==> src/rtl/ca_pkg.sv <==
// Shared types and defaults for the CA row streaming path.
// Holds the streamer state enum, default sizes and the word-count helper.
package ca_pkg;

    localparam int CA_ACTIVE_CELL = 128;
    localparam int CA_WORD_W      = 8;
    localparam int CA_GEN_W       = 16;

    typedef enum logic {
        IDLE = 1'b0,
        SEND = 1'b1
    } ca_stream_state_t;

    function automatic int ca_nwords(input int cells, input int word_w);
        return cells / word_w;
    endfunction

endpackage

==> src/rtl/ca_row_streamer.sv <==
// Snapshots each completed CA row and streams it out LSB word first over
// valid/ready, tagging rows with a generation number. One shadow row is
// being sent while a second row may wait in the pending buffer.
//
// Ports:
//   clk, reset_n      clock, synchronous active-low reset
//   ca, gen_strobe    row from the core and its single-cycle "row done" pulse
//   out_data/valid/ready/last/gen   word stream to the sink
//   drop_count        saturating count of rows lost to a full pending buffer
module ca_row_streamer
    import ca_pkg::*;
#(
    parameter int ACTIVE_CELL = CA_ACTIVE_CELL,
    parameter int WORD_W      = CA_WORD_W,
    parameter int GEN_W       = CA_GEN_W
) (
    input  logic                   clk,
    input  logic                   reset_n,
    input  logic [ACTIVE_CELL-1:0] ca,
    input  logic                   gen_strobe,
    output logic [WORD_W-1:0]      out_data,
    output logic                   out_valid,
    input  logic                   out_ready,
    output logic                   out_last,
    output logic [GEN_W-1:0]       out_gen,
    output logic [GEN_W-1:0]       drop_count
);

    localparam int NWORDS = ca_nwords(ACTIVE_CELL, WORD_W);
    localparam int IDX_W  = (NWORDS > 1) ? $clog2(NWORDS) : 1;
    localparam logic [IDX_W-1:0] LAST_IDX = IDX_W'(NWORDS - 1);

    if (ACTIVE_CELL % WORD_W != 0) begin : g_bad_width
        $error("ACTIVE_CELL must be a multiple of WORD_W");
    end

    ca_stream_state_t       state_q;
    logic [ACTIVE_CELL-1:0] shadow_q;
    logic [ACTIVE_CELL-1:0] pend_q;
    logic [GEN_W-1:0]       tag_q;
    logic [GEN_W-1:0]       pend_tag_q;
    logic                   pend_valid_q;
    logic [IDX_W-1:0]       idx_q;
    logic [GEN_W-1:0]       gen_q;
    logic [GEN_W-1:0]       drop_q;

    logic xfer;
    logic row_done;

    always_comb begin
        xfer     = (state_q == SEND) && out_ready;
        row_done = xfer && (idx_q == LAST_IDX);
    end

    assign out_valid  = (state_q == SEND);
    assign out_last   = (state_q == SEND) && (idx_q == LAST_IDX);
    assign out_data   = shadow_q[int'(idx_q) * WORD_W +: WORD_W];
    assign out_gen    = tag_q;
    assign drop_count = drop_q;

    always_ff @(posedge clk) begin
        if (!reset_n) begin
            state_q      <= IDLE;
            shadow_q     <= '0;
            pend_q       <= '0;
            tag_q        <= '0;
            pend_tag_q   <= '0;
            pend_valid_q <= 1'b0;
            idx_q        <= '0;
            gen_q        <= '0;
            drop_q       <= '0;
        end else begin
            // Every strobe consumes a tag, dropped rows included.
            if (gen_strobe) begin
                gen_q <= gen_q + 1'b1;
            end
            case (state_q)
                IDLE: begin
                    if (gen_strobe) begin
                        shadow_q <= ca;
                        tag_q    <= gen_q;
                        idx_q    <= '0;
                        state_q  <= SEND;
                    end
                end
                SEND: begin
                    if (row_done) begin
                        idx_q <= '0;
                        if (pend_valid_q) begin
                            // Pending row takes over; a coincident strobe
                            // refills the pending slot just vacated.
                            shadow_q <= pend_q;
                            tag_q    <= pend_tag_q;
                            if (gen_strobe) begin
                                pend_q     <= ca;
                                pend_tag_q <= gen_q;
                            end else begin
                                pend_valid_q <= 1'b0;
                            end
                        end else if (gen_strobe) begin
                            shadow_q <= ca;
                            tag_q    <= gen_q;
                        end else begin
                            state_q <= IDLE;
                        end
                    end else begin
                        if (xfer) begin
                            idx_q <= idx_q + 1'b1;
                        end
                        if (gen_strobe) begin
                            if (!pend_valid_q) begin
                                pend_q       <= ca;
                                pend_tag_q   <= gen_q;
                                pend_valid_q <= 1'b1;
                            end else if (drop_q != '1) begin
                                drop_q <= drop_q + 1'b1;
                            end
                        end
                    end
                end
                default: state_q <= IDLE;
            endcase
        end
    end

endmodule

==> config.mk <==
export PLATFORM = sky130hd
export DESIGN_NAME = ca_row_streamer
export DESIGN_NICKNAME = d
export VERILOG_FILES = /design/src/rtl/ca_pkg.sv /design/src/rtl/ca_row_streamer.sv
export SDC_FILE = /design/constraint.sdc
export NUM_CORES = 1
export LEC_CHECK = 0
export ABC_AREA = 1
export CAP_MARGIN = 20
export CORE_ASPECT_RATIO = 0.9
export CORE_MARGIN = 5
export CORE_UTILIZATION = 25
export DETAILED_ROUTE_END_ITERATION = 6
export SETUP_SLACK_MARGIN = 0.5
export SYNTH_ARGS = -nofsm -noshare
export SYNTH_HDL_FRONTEND = slang
export SYNTH_SLANG_ARGS = --single-unit
==> constraint.sdc <==
create_clock -name clk -period 2.2 [get_ports clk]
set_input_delay 0.33 -clock clk [delete_from_list [all_inputs] [get_ports clk]]
set_output_delay 0.33 -clock clk [all_outputs]
set_load 0.01 [all_outputs]
==> reports/metrics.yaml <==
pin_count: 174
synthTopCellsByArea: "dfxtp_1, nand2_1, nor2_1"
rr_worst_depth: 16
h-tree-depth: 2
finalCritPeriodShare: 1.10
switching_share: 0.306
dieArea_um2: 70600
drv_cap: 0
vdd_drop_max_uv: 414
path_class: "reg -> out"
p_int_uw: 12400
drc: 0
worstPathArrival_ns: 2.10
seqCellArea_um2: 6540
whs_path_depth: 3
finalHoldViolCount: 0
worst_pin_slew_ns: 0.695
maxSlewViolCount: 0
cts_buffers: 40
dp_hpwl_um: 38900
multi_input_area_um2: 10400
cp_slowest_cell: "dfxtp_4"
synth-compound-area-share: 0.143
firstDrtPassIters: 5
drive_gt1_frac: 0.303
fin_nets: 2951
num-fill-cells: 6331
path_buf_inv: 3
relSlewSlack: 0.537
pwr-share-clk: 0.374
initial_utilization: 0.251
synthXorXnorAreaFrac: 0.00429
ys_seq_elements: 326
synth-simple-area-share: 0.327
p_leak_uw: 0.0108
worst-path-max-fanout: 22
ys_seq_area_frac: 0.399
layout_setup_ws_ns: -0.227
avgSynthCellArea_um2: 6.42
pwr-share-seq: 0.372
ys_types: 28
p_comb_frac: 0.254
grtUsageTotal: 0.180
cpLargestDelayFamily: "buffers and inverters"
path_clk_slew_ns: 0.06
crit_cells: 7
grt_max_degree: 98
cts.sinks: 326
routed_via_density: 4.95
synth_cells: 2546
cpPeakStageDelay_ns: 0.39
fin_hold_ws_ns: 0.105
setup_viol: 165
overflow: 0
final_common_cell: "nand2_1"
path_cells: "buf_12, buf_4, o21ai_0, nand3_1, nand3_2, nand2_2, buf_6"
rsz0062_at_grt: "true"
finClkSkew_ns: 0.0264
synthMuxAreaShare: 0
drt_iter0_markers: 1586
wl_per_cell_um: 18.6
die_y_um: 253
synth_top_family_by_area: "simple AND/OR/NAND/NOR gates"
clkLatencyLatePin_ns: 0.59
layout_common_cells: "nand2_1, dfxtp_1, inv_1"
routed_wl_um: 69200
status: "finished, violations left"
min_path_type: "in -> reg"
die_w_um: 280
netlist.area_leader.share: 0.399
pre_cts_ws_ns: -0.153
grt_pass1_wl_um: 101000
power_density_nw_per_um2: 662
synth_fa_ha_area_frac: 0.00230
fmax_mhz: 412
port_buffers: 173
critPathCaptureType: "output port"
yosys.area.top_type: "dfxtp_1"
cts_max_path_buffers: 3
cts_tree: "done"
ys.warnings.count: 0
synth_fp_nets: 2681
vias: 18371
grt_pass1_vias: 17051
period_needed_ns: 2.43
required_ns: 1.87
violations: "setup timing"
postRouteAntennaNets: 0
gp_congestion: 0.808
final_util: 0.413
p_sw_uw: 5460
synth_area_um2: 16300
fin_setup_tns_ns: -8.43
start_kind: "flop"
power_uw: 17800
antenna_found_initial: 7
fp.coreArea_um2: 65100
cts_root_buffer: "clkbuf_16"
area_growth_pct: 64.6
rows: 89
==> what timing repair did <==
item | 4_1_cts | 5_1_grt
pin swaps | 152 | 193
hold buffers | 0 | 0
setup buffers | 73 | 11
gates cloned | 54 | 12
gates resized for setup | 464 | 450
endpoints found under the setup margin | 349 | 352
endpoints found under the hold margin | 0 | 0
==> path summary, 6_finish.rpt <==
kind / start / to / slack, ns
min: reset_n / out_gen[3] / 0.11
min reg2reg: shadow_q[49] / shadow_q[49] / 0.44
max: idx_q[0] / out_data[5] / -0.23
max reg2reg: idx_q[0] / pend_q[2] / -0.11
==> registers in the layout, summed over array words and instances, names as in the netlist <==
signal / count
drop_count: 16
gen_q: 16
idx_q: 4
out_gen: 16
out_valid: 1
pend_q: 128
pend_tag_q: 16
pend_valid_q: 1
shadow_q: 128
==> logic make-up after synthesis <==
kind of cell / Yosys count
compound gates: 461
simple gates: 1239
flops: 326
fa+ha+maj: 3
buf+inv: 509
xor+xnor: 8
==> metal layers <==
layer  wire (um)  track usage  vias up
li1            -            -     8804
met4        2100       0.0540       10
met3        5340       0.0434      140
met2       32700        0.291      638
met1       28900        0.239     8779
met5          72            0        -
==> cells in the mapped netlist, drive strengths merged <==
cell,n
nand2,541
nand4,156
a211oi,1
nand3b,1
dfxtp,326
o21ai,216
inv,305
a31oi,2
buf,80
xnor2,4
o211ai,10
clkbuf,124
nor2,334
nor3,5
xor2,4
o31ai,1
a21oi,231
nand3,202
ha,3
==> metrics by stage <==
stage | cells | cell area (um2)
2_1_floorplan | 2546 | 16300
3_3_place_gp | 3488 | 19700
3_5_place_dp | 3488 | 19700
4_1_cts | 3687 | 24900
5_1_grt | 3710 | 26900
6_report | 3711 | 26900
==> area by class of cell <==
type,instances,area share
clock buffers,53,0.0413
inverters,305,0.0433
flip-flops and latches,326,0.243
diodes,1,0.0000930
multi-input cells,1713,0.388
well taps,864,0.0402
repair buffers,430,0.237
clock inverters,19,0.00721
==> worst reg2reg max path, cell delays in order, from the launching register on <==
cell,delay [ns]
dfxtp_4,0.42
buf_12,0.18
ha_4,0.16
nand2_4,0.06
nor2_4,0.14
buf_6,0.13
nand2_8,0.07
buf_12,0.13
nand2_8,0.07
inv_6,0.04
nor2_4,0.17
buf_6,0.13
buf_12,0.16
buf_6,0.12
buf_12,0.13
nor2_4,0.04
nor2_2,0.11
==> power groups by stage <==
stage               clock, uW  sequential [uW]  combinational [uW]
global placement            0             6680                2710
finish                   6660             6620                4540
CTS                      6760             6580                3920
global route             7020             6660                4830
detailed placement          0             6680                2730
floorplan                   0             6640                1530
Note: power is estimated with default switching activity, not from simulation.
